$ cat config.mk
export PLATFORM = sky130hd
export DESIGN_NAME = lcd_st_timing_adapter
export DESIGN_NICKNAME = d
export VERILOG_FILES = /design/src/rtl/lcd_st_timing_adapter.sv
export SDC_FILE = /design/constraint.sdc
export NUM_CORES = 1
export LEC_CHECK = 0
export CORE_ASPECT_RATIO = 0.6
export CORE_MARGIN = 2
export CORE_UTILIZATION = 30
export DETAILED_ROUTE_END_ITERATION = 8
export GPL_TIMING_DRIVEN = 0
export PLACE_DENSITY = 0.53
export SYNTH_ARGS = -nofsm -noshare
export SYNTH_HDL_FRONTEND = slang
export SYNTH_SLANG_ARGS = --single-unit
export TNS_END_PERCENT = 10
$ cat constraint.sdc
create_clock -name clk -period 4.85 [get_ports clk]
set_input_delay 0.97 -clock clk [delete_from_list [all_inputs] [get_ports clk]]
set_output_delay 0.97 -clock clk [all_outputs]
set_load 0.05 [all_outputs]
$ cat src/rtl/lcd_st_timing_adapter.sv
// lcd_st_timing_adapter: Avalon-ST ready-latency adapter built around a show-ahead FIFO with overrun flag.
module lcd_st_timing_adapter #(
  parameter int DATA_W = 8,
  parameter int EMPTY_W = 1,
  parameter int CHANNEL_W = 1,
  parameter int FIFO_DEPTH = 8,
  parameter int IN_READY_LATENCY = 0,
  parameter int OUT_READY_LATENCY = 0,
  parameter int FILL_W = $clog2(FIFO_DEPTH) + 1
) (
  input  logic                 clk,
  input  logic                 reset,
  output logic                 in_ready,
  input  logic                 in_valid,
  input  logic [DATA_W-1:0]    in_data,
  input  logic [EMPTY_W-1:0]   in_empty,
  input  logic [CHANNEL_W-1:0] in_channel,
  input  logic                 in_startofpacket,
  input  logic                 in_endofpacket,
  input  logic                 out_ready,
  output logic                 out_valid,
  output logic [DATA_W-1:0]    out_data,
  output logic [EMPTY_W-1:0]   out_empty,
  output logic [CHANNEL_W-1:0] out_channel,
  output logic                 out_startofpacket,
  output logic                 out_endofpacket,
  output logic [FILL_W-1:0]    fill_level,
  output logic                 overflow_err
);
  localparam int AW = $clog2(FIFO_DEPTH);
  localparam int WW = DATA_W + EMPTY_W + CHANNEL_W + 2;
  logic [WW-1:0] mem [FIFO_DEPTH];
  logic [AW-1:0] wr_ptr, rd_ptr;
  logic full, beat, wr, pop, rdy_ok, pop_en;
  assign full = fill_level == FILL_W'(FIFO_DEPTH);
  assign in_ready = !reset && fill_level <= FILL_W'(FIFO_DEPTH - 1 - IN_READY_LATENCY);
  assign beat = in_valid && (IN_READY_LATENCY == 0 ? in_ready : 1'b1);
  assign out_valid = rdy_ok && fill_level != '0;
  assign pop = out_valid && pop_en;
  // a pop in the same cycle frees the slot, so a full FIFO can still take the beat
  assign wr = beat && (!full || pop);
  assign {out_data, out_empty, out_channel, out_startofpacket, out_endofpacket} = mem[rd_ptr];
  if (OUT_READY_LATENCY == 0) begin : g_rl0
    assign rdy_ok = 1'b1;
    assign pop_en = out_ready;
  end else begin : g_rl
    logic [OUT_READY_LATENCY-1:0] rdy_d;
    always_ff @(posedge clk or posedge reset)
      if (reset) rdy_d <= '0;
      else rdy_d <= OUT_READY_LATENCY'({rdy_d, out_ready});
    assign rdy_ok = rdy_d[OUT_READY_LATENCY-1];
    assign pop_en = 1'b1;
  end
  always_ff @(posedge clk)
    if (wr) mem[wr_ptr] <= {in_data, in_empty, in_channel, in_startofpacket, in_endofpacket};
  always_ff @(posedge clk or posedge reset)
    if (reset) begin
      wr_ptr <= '0;
      rd_ptr <= '0;
      fill_level <= '0;
      overflow_err <= 1'b0;
    end else begin
      if (wr) wr_ptr <= wr_ptr + AW'(1);
      if (pop) rd_ptr <= rd_ptr + AW'(1);
      if (wr && !pop) fill_level <= fill_level + FILL_W'(1);
      else if (pop && !wr) fill_level <= fill_level - FILL_W'(1);
      if (beat && full && !pop) overflow_err <= 1'b1;
    end
endmodule

==> impl_results.md, run 1 <==
* GRT overflow at 0
* Mapped Cells at between 200 and 250
* Clk_lat worst skew at between 0.3 and 0.4 ns
* I/O pins at 35
* DRC viols at 0
* Final Setup Violations at 0
* Setup TNS at 0 ns
* Die area at between 15000 and 20000 um2
* FF+latch count, synth at around 110
* Part of the cycle the worst path needs at a little over four fifths
* Final Hold Viols at 0
* Slew Limit Fails at 0
* HP Class: flip-flop to flip-flop
* Post-Synth Simple-Gate Area at roughly 3.5%
* Commonest non-fill, non-tap cell in the layout: edfxtp_1
* Vias/cell at approximately 4.6
* Setup Buffers After CTS at 0
* Final nets at between 200 and 300
* Pin count of the biggest net entering global routing at 19
* Post-layout min period at 4.07 ns
* RSZ-0062 raised after global routing: no
* Share of cells above drive strength 1 at around 18%
* DP Wirelength at between 5 and 6 mm
* Buffers added on ports at 34
* Final ANT Viol Nets at 0
* Die height at just under 100 um
* Cell-internal power at between 2 and 2.5 mW
* Iter 0 DRT Violations at approximately 130
* Mux cell area share after synthesis at a little under a fifth
* Root buffer cell: clkbuf_16
* Ant. Diodes at 0
* Max IR drop VDD at ~0.24 mV
* Post-synthesis adder-cell area fraction at 1.90%
* Arrival time of the worst setup path at between 3 and 4 ns
* Complex-gate fraction of the synthesized area at less than 1%
* Pre-CTS WS at approximately 1.1 ns
* Required @ worst endpoint at ~3.9 ns
* Largest family of logic cells by synthesized area: multiplexers
* Highest Clock Rate at ~0.25 GHz
* Footprint of the multi-input gates at 1130 um2
* Max Cap Viol at 0
* Final worst setup slack at 0.785 ns
* Least-Margin Pin Slew at around 1.3 ns
* Vias in the first global route at 2125
* Initial Util at between 30% and 40%
* GP Congestion at 0.683
* Clk network pwr share at 22.9%
* Bufs on Longest Clock Path at 2
* Final wirelength at between 8 and 9 mm
* First-pass DRT Iterations at 4
* Post-synth top area share at between 60 and 70%
* Synth Area in XOR/XNOR at around 1.2%
* Setup crit end kind: primary output
* Reg clk slew, reported paths at around 0.07 ns
* Core region area at about 14000 um2
* NetSw at ~1.2 mW
* Critical path fanouts, max at 10
* CTS tree: done
* Synth async-reset ratio at approximately 10%
* Top post-synthesis cells by area: edfxtp_1 66%, mux4_1 13%, dfrtp_1 6.3%
* Layout area overhead at 21.1%
* Setup Skew at about 0.0042 ns
* Synthesized area at around 4300 um2
* CP Class: flip-flop to primary output
* Number of synthesized flops with an enable pin at between 90 and 100
* Synth warn at 0
* Synthesized area per cell at 21.4 um2
* H-tree levels at 3
* Leakage at about 1.7 nW
* Avg WL per Cell at roughly 19 um
* Num CTS Buffers at 9
* Total clock sinks at approximately 110
* Cts repair resizes at 0
* Largest area contributor in the netlist: edfxtp_1
* Hold Buf Count CTS at 0
* Aggregate global-route resource usage at between 10% and 20%
* CP startpoint kind: flip-flop
* Fillers at 1290
* Logic gate share of total power at 40.4%
* Most frequent cells in the layout: 96 x edfxtp_1, 34 x clkdlybuf4s50_1, 21 x mux4_1
* First-pass GRT wire length at 13.0 mm
* Seq/Total Area, Yosys at ~73%
* Slew HR at 9.82%
* Flop pwr share at 36.6%
* Primary FF master, synth: edfxtp_1
* Post-synth cell types at 28
* Outcome: finished, final reports clean
* Die width at 159 um
* Storage cell area at 3160 um2
* Mapped Nets at around 230
* Initial antenna violation count at 0
* Routed vias at a little over 2000
* Sw Share at ~36%
* # rows at 33
* Power Density at slightly above 600 nW/um2
final timing paths:
path,from,slack (ns),to,depth (start not counted)
setup / recovery,rd_ptr[1]$_DFFE_PP0N_,0.78,out_data[0],5
hold / removal,overflow_err$_DFFE_PP0P_,0.46,overflow_err$_DFFE_PP0P_,1
setup reg to reg,fill_level[0]$_DFFE_PP0P_,2.05,fill_level[3]$_DFFE_PP0P_,8
hold reg to reg,overflow_err$_DFFE_PP0P_,0.46,overflow_err$_DFFE_PP0P_,1
max in group asynchronous,reset,3.55,wr_ptr[2]$_DFFE_PP0P_,2
min in group asynchronous,reset,1.00,fill_level[1]$_DFFE_PP0P_,2
final cells by class:
| cell class | instances | share of cell area (%) |
|---|---|---|
| clock buffers | 9 | 4.28 |
| multi-input cells | 85 | 21.5 |
| clock inverters | 7 | 1.45 |
| flip-flops and latches | 107 | 60.1 |
| inverters | 2 | 0.143 |
| repair buffers | 36 | 6.90 |
| plain buffers | 9 | 1.09 |
| well taps | 192 | 4.57 |
routing by layer:
layer  up-vias  wire length, um  track usage, %  share of wire, %
li1        946                -               -                 -
met1      1043             4110            17.1                49
met2        51             3600            16.7                43
met3        10              572            3.97               6.8
met4         0              106            3.57               1.3
met5         -                0               0                 0
kinds of logic (layout without fill, tap and decap cells):
logic type / after synthesis / in the layout
xor+xnor: 6 / 6
flops: 107 / 107
compound gates: 5 / 5
mux: 40 / 40
simple gates: 28 / 28
buf+inv: 11 / 63
fa+ha+maj: 6 / 6
metrics by stage:
step           instance area, um2  utilization (%)  hold WS [ns]  power (mW)  instances
2_1_floorplan                4340                -         0.480        2.10        203
3_3_place_gp                 4920             35.5         0.442        2.49        429
3_5_place_dp                 4950             35.7         0.453        2.51        431
4_1_cts                      5260             37.9         0.473        3.25        447
5_1_grt                      5260             37.9         0.492        3.37        447
6_report                     5260             37.9         0.463        3.21        447
cell usage after synthesis, types with 2 or more instances:
master,number
ha_1,5
dfrtp_1,11
nand3b_1,2
a21oi_1,2
nand2_1,5
nand2b_1,3
xnor2_1,5
buf_6,3
nand3_1,4
mux2_2,15
mux4_1,21
edfxtp_1,96
mux4_2,3
nor2_1,7
inv_1,2
nor3_1,3
clkbuf_1,5
flip-flops by register name, summed over array words and instances, names as in the netlist:
| signal | cells |
|---|---|
| rd_ptr | 3 |
| wr_ptr | 3 |
| mem | 96 |
| overflow_err | 1 |
| fill_level | 4 |
worst max-delay path, stage by stage, from the launching register on:
cell and delay, ns:
dfrtp_1 0.35, clkbuf_1 0.37, clkbuf_1 0.59, mux4_1 0.44, mux2_2 0.30, clkdlybuf4s50_1 0.70
power groups by stage:
stage	combinational, mW	clock (mW)	sequential [mW]
after floorplan	0.874	0	1.23
after global placement	1.30	0	1.19
after detailed placement	1.31	0	1.20
after CTS	1.32	0.757	1.18
after global routing	1.39	0.790	1.19
final	1.30	0.736	1.18
(Power assumes the default switching activity.)
==> run 2: changes to the inputs <==
- PLACE_DENSITY: 0.53 -> 0.54
- clock period: 4.85 -> 3.68 ns (I/O delays scaled with it)
==> run 2 against run 1 <==
Net effect: clock power increased by 18%; setup slack got worse by 0.62 ns; non-clock buffer count increased by 1; first-iteration DRC count increased by 26%; clock skew increased by 0.0029 ns; design area decreased by 0.24%; cell count unchanged; clock-buffer cell count unchanged; worst hold slack got worse by 0.0067 ns; largest power group unchanged.
==> impl_results.md, run 2 (same netlist as run 1, synthesis figures left out) <==
* Final Hold Viols at 0
* DR top layer: met4
* Final ANT Viol Nets at 0
* CTS tree: done
* First-pass DRT Iterations at 4
* Aggregate global-route resource usage at 11.0%
* Setup Skew at 0.00709 ns
* Post-layout min period at ~3.5 ns
* Least-Margin Pin Slew at about 1.3 ns
* Met3 Routed Length at about 460 um
* Setup TNS at 0 ns
* Power Total at 4.14 mW
* Final hold slack at between 0.4 and 0.5 ns
* Vias in the first global route at between 2000 and 2500
* Die height at about 97 um
* Fillers at 1283
* Storage cell area at between 3000 and 4000 um2
* Ant. Diodes at 0
* CP Buf/Inv Count at 3
* Routed vias at ~2100
* Layout area overhead at 20.8%
* Reg clk slew, reported paths at ~0.07 ns
* Slew Limit Fails at 0
* Max FFs per register at 96
* Part of the cycle the worst path needs at 95.4%
* Max Cap Viol at 0
* Core region area at between 10000 and 15000 um2
* Num CTS Buffers at 9
* Initial Util at between 30% and 40%
* Most frequent cells in the layout: 96 x edfxtp_1, 34 x clkdlybuf4s50_1, 21 x mux4_1
* Bufs on Longest Clock Path at 2
* Pin count of the biggest net entering global routing at 19
* Share of cells above drive strength 1 at between 10% and 20%
* Largest regs: mem: 96 flops, fill_level: 4 flops
* Crit path cell chain: clkbuf_1 > buf_2 > mux4_1 > mux2_2 > clkdlybuf4s50_1
* Iter 0 DRT Violations at roughly 170
* Total clock sinks at roughly 110
* HP Class: flip-flop to flip-flop
* Power Density at 789 nW/um2
* # rows at 33
* Avg WL per Cell at around 18 um
* Die width at 159 um
* DRC viols at 0
* Max incr delay on CP at 0.71 ns
* Buffers added on ports at 34
* Initial antenna violation count at 0
* Crit-path slowest cell: clkdlybuf4s50_1
* Final wirelength at 8.13 mm
* Metal-1 WL at ~4 mm
* Outcome: finished, final reports clean
* Commonest non-fill, non-tap cell in the layout: edfxtp_1
* Root buffer cell: clkbuf_16
* Clk_lat worst skew at 0.34 ns
* Die area at approximately 15000 um2
* I/O pins at 35
* Slew HR at roughly 11%
* CP startpoint kind: flip-flop
* DP Wirelength at between 5 and 6 mm
* GP Congestion at around 0.71
* Critical path fanouts, max at 10
* Final nets at around 270
* Arrival time of the worst setup path at between 2 and 3 ns
* Vias/cell at 4.59
* Final Setup Violations at 0
* GRT overflow at 0
* Required @ worst endpoint at 2.94 ns
* H-tree levels at 3
* Met2 Wirelength at 3.63 mm
* Delay-heaviest family, CP: buffers and inverters
* Highest Clock Rate at between 0.2 and 0.3 GHz
* First-pass GRT wire length at 12.4 mm
* Setup crit end kind: primary output
* Max IR drop VDD at 0.258 mV
* Largest Register: mem
* CP Class: flip-flop to primary output
* Footprint of the multi-input gates at 1130 um2
* Leakage at between 1.5 and 2 nW
* RSZ-0062 raised after global routing: no
[run 2: cell type report]
cell class,count,area share (%)
clock inverters,6,0.930
inverters,2,0.143
well taps,192,4.58
multi-input cells,85,21.6
plain buffers,9,1.17
flip-flops and latches,107,60.2
repair buffers,37,7.13
clock buffers,9,4.29
[run 2: stage by stage]
stage               instance area [um2]  util [%]  std cells  setup slack (ns)
finish                             5250      37.8        447             0.169
global route                       5250      37.8        447            0.0274
CTS                                5230      37.7        446            0.0481
detailed placement                 4950      35.7        431             0.153
global placement                   4920      35.5        429            -0.188
floorplan                          4340         -        203             0.742
[run 2: where the power goes]
part	total, mW	switching (mW)	internal, mW
registers	1.55	0.0966	1.45
logic	1.72	0.994	0.724
clock network	0.872	0.411	0.462
total	4.14	1.50	2.64
[run 2: worst paths after layout]
check / from / slack [ns] / endpoint / cells past startpoint
worst max-delay path: rd_ptr[1]$_DFFE_PP0N_ / 0.17 / out_data[3] / 5
worst min-delay path: overflow_err$_DFFE_PP0P_ / 0.46 / overflow_err$_DFFE_PP0P_ / 1
worst max register to register: fill_level[0]$_DFFE_PP0P_ / 0.88 / fill_level[3]$_DFFE_PP0P_ / 8
worst min register to register: overflow_err$_DFFE_PP0P_ / 0.46 / overflow_err$_DFFE_PP0P_ / 1
max in group asynchronous: reset / 2.59 / fill_level[0]$_DFFE_PP0P_ / 2
min in group asynchronous: reset / 0.78 / fill_level[3]$_DFFE_PP0P_ / 2
[run 2: repair_timing]
| item | in CTS | in global routing |
|---|---|---|
| hold buffers | 0 | 0 |
| resized for setup | 1 | 2 |
| endpoints found under the setup margin | 9 | 6 |
| buffers inserted | 0 | 0 |
[run 2: metal layers]
metal	global-route usage [%]	up-vias
met3	3.12	5
met5	0	-
met1	16.2	1056
li1	-	941
met4	3.15	0
met2	16.0	50
